## src/rtl/bus_key_sequencer_if.sv

```systemverilog
// Bus-side signal bundle for bus_key_sequencer: snooped bus cycle inputs
// plus status and tristate readback outputs.
`timescale 1ns/1ps
interface bus_key_sequencer_if #(
  parameter int unsigned ADDR_W = 16
);
  logic              sel_n;
  logic [ADDR_W-1:0] addr;
  logic              rd;
  logic              strobe;
  logic              oe_n;
  logic              unlocked;
  logic [3:0]        step;
  logic              locked_out;
  logic              rd_data;
  logic              rd_data_oe;

  modport master (
    output sel_n, addr, rd, strobe, oe_n,
    input  unlocked, step, locked_out, rd_data, rd_data_oe
  );

  modport slave (
    input  sel_n, addr, rd, strobe, oe_n,
    output unlocked, step, locked_out, rd_data, rd_data_oe
  );
endinterface

```

## src/rtl/bus_key_sequencer.sv

```systemverilog
// Bus-snooping unlock sequencer: qualified reads in an address window walk a
// programmable key; a full key unlocks an LFSR response stream on rd_data.
`timescale 1ns/1ps
module bus_key_sequencer #(
  parameter int unsigned              ADDR_W      = 16,
  parameter logic [ADDR_W-1:0]        WIN_MASK    = 16'h3000,
  parameter logic [ADDR_W-1:0]        WIN_MATCH   = 16'h1000,
  parameter int unsigned              KEY_LSB     = 4,
  parameter int unsigned              KEY_W       = 4,
  parameter int unsigned              KEY_LEN     = 4,
  parameter logic [KEY_LEN*KEY_W-1:0] KEY         = 16'h2A5B,
  parameter logic [KEY_W-1:0]         RELOCK      = 4'hF,
  parameter bit                       MODE        = 1'b0,
  parameter int unsigned              LOCKOUT_CYC = 64,
  parameter logic [7:0]               LFSR_SEED   = 8'hA5
) (
  input logic                 clk,
  input logic                 rst_n,
  bus_key_sequencer_if.slave  bus
);

  typedef enum logic [1:0] {S_IDLE, S_SEQ, S_UNLOCKED, S_LOCKOUT} state_t;

  localparam int unsigned      CNT_W     = (LOCKOUT_CYC > 1) ? $clog2(LOCKOUT_CYC) : 1;
  localparam logic [CNT_W-1:0] CNT_LOAD  = CNT_W'(LOCKOUT_CYC - 1);
  localparam logic [3:0]       LAST_STEP = 4'(KEY_LEN - 1);
  localparam logic [KEY_W-1:0] KEY0      = KEY[KEY_W-1:0];

  state_t           r_state, w_state_nxt;
  logic [3:0]       r_step,  w_step_nxt;
  logic [CNT_W-1:0] r_cnt,   w_cnt_nxt;
  logic [7:0]       r_lfsr,  w_lfsr_nxt;

  logic             w_q;
  logic [KEY_W-1:0] w_f;
  logic [KEY_W-1:0] w_key_cur;
  logic             w_fb;

  assign w_q  = bus.strobe & ~bus.sel_n & bus.rd & ((bus.addr & WIN_MASK) == WIN_MATCH);
  assign w_f  = bus.addr[KEY_LSB +: KEY_W];
  assign w_fb = r_lfsr[7] ^ r_lfsr[5] ^ r_lfsr[4] ^ r_lfsr[3];

  always_comb begin
    w_key_cur = KEY0;
    for (int unsigned k = 0; k < KEY_LEN; k++) begin
      if (r_step == 4'(k)) w_key_cur = KEY[k*KEY_W +: KEY_W];
    end
  end

  always_ff @(posedge clk) begin
    if (!rst_n) begin
      r_state <= S_IDLE;
      r_step  <= '0;
      r_cnt   <= '0;
      r_lfsr  <= LFSR_SEED;
    end else begin
      r_state <= w_state_nxt;
      r_step  <= w_step_nxt;
      r_cnt   <= w_cnt_nxt;
      r_lfsr  <= w_lfsr_nxt;
    end
  end

  always_comb begin
    w_state_nxt = r_state;
    w_step_nxt  = r_step;
    w_cnt_nxt   = r_cnt;
    w_lfsr_nxt  = r_lfsr;
    unique case (r_state)
      S_IDLE, S_SEQ: begin
        if (w_q) begin
          if (w_f == w_key_cur) begin
            if (r_step == LAST_STEP) begin
              w_state_nxt = S_UNLOCKED;
              w_step_nxt  = '0;
              w_lfsr_nxt  = LFSR_SEED;
            end else begin
              w_state_nxt = S_SEQ;
              w_step_nxt  = r_step + 4'd1;
            end
          end else if (!MODE) begin
            w_state_nxt = S_LOCKOUT;
            w_step_nxt  = '0;
            w_cnt_nxt   = CNT_LOAD;
          end else if (r_state == S_SEQ && w_f == KEY0) begin
            // restart mode: the failing digit may itself open a new attempt
            w_step_nxt = 4'd1;
          end else begin
            w_state_nxt = S_IDLE;
            w_step_nxt  = '0;
          end
        end
      end
      S_UNLOCKED: begin
        if (w_q) begin
          if (w_f == RELOCK) begin
            w_state_nxt = S_IDLE;
          end else begin
            w_lfsr_nxt = {r_lfsr[6:0], w_fb};
          end
        end
      end
      S_LOCKOUT: begin
        if (r_cnt == '0) begin
          w_state_nxt = S_IDLE;
        end else begin
          w_cnt_nxt = r_cnt - 1'b1;
        end
      end
      default: begin
        w_state_nxt = S_IDLE;
        w_step_nxt  = '0;
      end
    endcase
  end

  always_comb begin
    bus.unlocked   = (r_state == S_UNLOCKED) & ~bus.oe_n;
    bus.step       = bus.oe_n ? 4'd0 : r_step;
    bus.locked_out = (r_state == S_LOCKOUT);
    bus.rd_data_oe = w_q;
    bus.rd_data    = (r_state == S_UNLOCKED) ? r_lfsr[7] : ^r_step;
  end

endmodule

```

## src/flat_wrapper.sv

```systemverilog
// flat-port wrapper written by rule: the top's interface ports become plain ports
module bus_key_sequencer_flat 
#(
  parameter int unsigned              ADDR_W      = 16,
  parameter logic [ADDR_W-1:0]        WIN_MASK    = 16'h3000,
  parameter logic [ADDR_W-1:0]        WIN_MATCH   = 16'h1000,
  parameter int unsigned              KEY_LSB     = 4,
  parameter int unsigned              KEY_W       = 4,
  parameter int unsigned              KEY_LEN     = 4,
  parameter logic [KEY_LEN*KEY_W-1:0] KEY         = 16'h2A5B,
  parameter logic [KEY_W-1:0]         RELOCK      = 4'hF,
  parameter bit                       MODE        = 1'b0,
  parameter int unsigned              LOCKOUT_CYC = 64,
  parameter logic [7:0]               LFSR_SEED   = 8'hA5
)
  (clk, rst_n, bus_sel_n, bus_addr, bus_rd, bus_strobe, bus_oe_n, bus_unlocked, bus_step, bus_locked_out, bus_rd_data, bus_rd_data_oe);
  bus_key_sequencer_if #(.ADDR_W(ADDR_W)) bus_i ();
  input logic clk;
  input logic rst_n;
  input wire logic [$bits(bus_i.sel_n)-1:0] bus_sel_n;
  input wire logic [$bits(bus_i.addr)-1:0] bus_addr;
  input wire logic [$bits(bus_i.rd)-1:0] bus_rd;
  input wire logic [$bits(bus_i.strobe)-1:0] bus_strobe;
  input wire logic [$bits(bus_i.oe_n)-1:0] bus_oe_n;
  output wire logic [$bits(bus_i.unlocked)-1:0] bus_unlocked;
  output wire logic [$bits(bus_i.step)-1:0] bus_step;
  output wire logic [$bits(bus_i.locked_out)-1:0] bus_locked_out;
  output wire logic [$bits(bus_i.rd_data)-1:0] bus_rd_data;
  output wire logic [$bits(bus_i.rd_data_oe)-1:0] bus_rd_data_oe;
  assign bus_i.sel_n = bus_sel_n;
  assign bus_i.addr = bus_addr;
  assign bus_i.rd = bus_rd;
  assign bus_i.strobe = bus_strobe;
  assign bus_i.oe_n = bus_oe_n;
  assign bus_unlocked = bus_i.unlocked;
  assign bus_step = bus_i.step;
  assign bus_locked_out = bus_i.locked_out;
  assign bus_rd_data = bus_i.rd_data;
  assign bus_rd_data_oe = bus_i.rd_data_oe;
  bus_key_sequencer #(.ADDR_W(ADDR_W), .WIN_MASK(WIN_MASK), .WIN_MATCH(WIN_MATCH), .KEY_LSB(KEY_LSB), .KEY_W(KEY_W), .KEY_LEN(KEY_LEN), .KEY(KEY), .RELOCK(RELOCK), .MODE(MODE), .LOCKOUT_CYC(LOCKOUT_CYC), .LFSR_SEED(LFSR_SEED)) u_core (.clk(clk), .rst_n(rst_n), .bus(bus_i));
endmodule
```

## config.mk

```make
export PLATFORM = sky130hd
export DESIGN_NAME = bus_key_sequencer_flat
export DESIGN_NICKNAME = d
export VERILOG_FILES = /design/src/rtl/bus_key_sequencer_if.sv /design/src/rtl/bus_key_sequencer.sv /design/src/flat_wrapper.sv
export SDC_FILE = /design/constraint.sdc
export NUM_CORES = 1
export LEC_CHECK = 0
export ABC_AREA = 1
export CORE_MARGIN = 3
export CORE_UTILIZATION = 45
export DETAILED_ROUTE_END_ITERATION = 7
export GPL_TIMING_DRIVEN = 0
export PLACE_DENSITY = 0.73
export SLEW_MARGIN = 20
export SYNTH_ARGS = -nofsm -noshare
export SYNTH_HDL_FRONTEND = slang
export SYNTH_SLANG_ARGS = --single-unit
```

## constraint.sdc

```tcl
create_clock -name clk -period 1.9 [get_ports clk]
set_input_delay 0.285 -clock clk [delete_from_list [all_inputs] [get_ports clk]]
set_output_delay 0.285 -clock clk [all_outputs]
set_load 0.01 [all_outputs]
```

==> summary.txt <==
Pwr
  – Total internal power: 601 uW
  – Sequential share of power: 53.5%
  – Net Sw Frac: 25.5%
  – Power density over the cells: 483 nW/um^2
  – Clock power frac: 30.3%
  – Gate power share: 16.2%
  – LEAKAGE: 0.675 nW
  – VDD IR max: 0.576 mV
  – P_sw: 206 uW
  – Total power: 807 uW

Floorplan
  – Row cnt: 19
  – Placeable Area: between 2000 and 3000 sq um
  – Die area: 3640 sq um
  – Starting Density: 47.8%
  – Die Width: 60.4 um
  – Die height: 60.4 um
  – I/O pin count: 30

Cells and area
  – Post-Layout Cell Count: 247
  – Final antenna diode count: 0
  – NumNets Final: 245
  – Area growth syn-to-layout: 25.5%
  – Final core utilization: 60.0%
  – Commonest non-fill, non-tap cell in the layout: nand2_1
  – Ratio of cells with drive above 1 in the final layout: between 20% and 30%
  – Area of the multi-input gates: ~900 sq um
  – Reg area: 412 sq um
  – Most frequent cells in the layout: 53 x nand2_1, 17 x inv_1, 16 x nand3_1, 16 x clkdlybuf4s50_1, 15 x dfxtp_1
  – Filler Cells Inserted: 262

Clocking
  – Reg clk slew, reported paths: 110 ps
  – Clock root buffer: clkbuf_4
  – Buffer depth of the longest clock path: 2
  – Worst skew pair latency: 290 ps
  – Post-CTS Setup Bufs: 0
  – CTS tree: yes
  – Htree depth: 1
  – Post-CTS Hold Buffers: 0
  – Sink Count: 20
  – Num CTS Buffers: 3

Detailed routing
  – Initial DRT Pass Iterations: 4
  – Vias: 1,230
  – Residual DRC count: 0
  – Post-route ant nets: 0
  – DR WL/cell: 11.0 um
  – Drt via density: 4.98
  – Routed wire length: between 2000 and 3000 um
  – DRT iter0 DRCs: 58

Global route
  – GRT Total Usage: 15.8%
  – Initial antenna violation count: 0
  – Overflow after GRT: 0
  – First-pass GRT wire length: 4450 um
  – Largest net degree at the start of global routing: 12
  – Number of global-route vias before repair: approximately 1,100

Critical path
  – Startpoint Class: register
  – CP max FO: 6
  – Crit Path Class: register to output port
  – Endpoint kind of the worst setup timing path: output port
  – Critical path required time: between 1500 and 2000 ps
  – CP arrival: 1490 ps

STA
  – Setup TNS Final: 0 ps
  – F_max: ~560 MHz
  – Fin crit period: approximately 1800 ps
  – Max Slew Vio Count: 0
  – Final Cycle Share: 93.2%
  – Measured slew at the worst slew-check pin: approximately 570 ps
  – Endpoints failing setup: 0
  – Final hold violation count: 0
  – Skew final: 1.89 ps
  – Relative slew slack: 62.2%
  – Hold WS: around 470 ps

Placement
  – Routability congestion estimate: 0.821
  – PortBufs: 19
  – HPWL Detailed: approximately 2100 um
  – Post-placement cell count: about 240

Logic synthesis
  – Mapped Nets: 221
  – Synth unique cells: 27
  – Post-synthesis average cell area: 6.89 sq um
  – Cells after synthesis: between 150 and 200
  – Synth Area in Compound Gates: 8.47%
  – Adder-cell share of the synthesized area: 5.64%
  – Number of synthesized register bits: 20
  – Area of the mapped netlist: about 1300 sq um
  – Yosys warning total: 0
  – Sequential share of the synthesized area: 30.1%
  – Post-synthesis mux area share: 0%
  – Synth Area in Simple Gates: 45.6%
  – Largest family of logic cells by synthesized area: simple AND/OR/NAND/NOR gates
  – XOR/XNOR share of the synthesized area: between 2 and 3%

Flow run
  – Max Cap Viol: 0

Worst hold path
  – Hold WC Path Type: register to register

Run status
  – Status: complete, no violations
registers in the layout, summed over array words and instances, names as in the netlist:
register / count
u_core.r_cnt: 6
u_core.r_lfsr: 8
u_core.r_state: 2
u_core.r_step: 4
routing by layer:
layer	global-route usage, %	up-vias	share of wire (%)
met2	25.2	18	47
met4	2.85	0	0.33
met3	3.19	2	4.1
met5	0	-	0
li1	-	667	-
met1	22.4	543	49
timing repair:
item | 4_1_cts | 5_1_grt
gates resized for setup | 11 | 17
pin swaps | 0 | 2
endpoints found under the setup margin | 12 | 19
Yosys cell counts:
cell,instances,share of area (%)
a21oi_1,8,3.0
a21oi_2,6,4.0
and2_1,1,0.47
clkbuf_1,1,0.28
dfxtp_1,20,30
ha_1,6,5.6
inv_1,19,5.4
inv_2,5,1.4
inv_4,1,0.47
nand2_1,53,15
nand2_2,9,4.2
nand3_1,16,6.0
nand3_2,1,0.75
nand3_4,2,2.6
nand3b_1,1,0.56
nand4_1,8,3.8
nor2_1,14,4.0
nor2_2,2,0.94
nor2_4,2,1.7
nor3_1,1,0.38
nor3_2,1,0.75
nor3_4,1,1.2
o21ai_0,4,1.5
or2_1,3,1.4
or2_2,4,1.9
xnor2_1,1,0.66
xor2_1,3,2.0
critical path, cell delays in order, from the launching register on:
cell and delay (ps):
dfxtp_2 400, nand2_1 120, inv_2 130, clkdlybuf4s50_1 550
kinds of logic after synthesis:
| group | Yosys count |
|---|---|
| adders and majority gates | 6 |
| AOI/OAI and AO/OA | 18 |
| DFF | 20 |
| xor gates and xnor gates | 4 |
| and+or+nand+nor | 119 |
| buffers and inverters | 26 |
stage by stage:
stage / instance area [sq um] / setup WS, ps
2_1_floorplan: 1330 / 204
3_3_place_gp: 1560 / -72.6
3_5_place_dp: 1560 / -79.2
4_1_cts: 1600 / 11.2
5_1_grt: 1670 / -2.68
6_report: 1670 / 128
cell type report:
| cell class | count | share of cell area, % |
|---|---|---|
| Buffer | 1 | 0.225 |
| Clock buffer | 4 | 2.17 |
| Inverter | 25 | 5.77 |
| Multi-Input combinational cell | 147 | 53.9 |
| Sequential cell | 20 | 24.7 |
| Tap cell | 31 | 2.32 |
| Timing Repair Buffer | 19 | 10.9 |
power by group through the flow:
stage	Sequential (mW)	Combinational (mW)	Clock [mW]
6_report	0.432	0.131	0.244
5_1_grt	0.433	0.147	0.277
4_1_cts	0.431	0.123	0.262
3_5_place_dp	0.443	0.125	0
3_3_place_gp	0.442	0.123	0
2_1_floorplan	0.441	0.0787	0
final timing paths:
kind | from | endpoint | slack, ps | depth (start not counted)
setup reg to reg | u_core.r_step[1] | u_core.r_lfsr[6] | 160 | 13
hold reg to reg | u_core.r_lfsr[1] | u_core.r_lfsr[1] | 470 | 2
setup / recovery | u_core.r_state[0] | bus_locked_out | 130 | 3
hold / removal | u_core.r_lfsr[1] | u_core.r_lfsr[1] | 470 | 2
No activity file was read; power rests on OpenSTA's default activity.
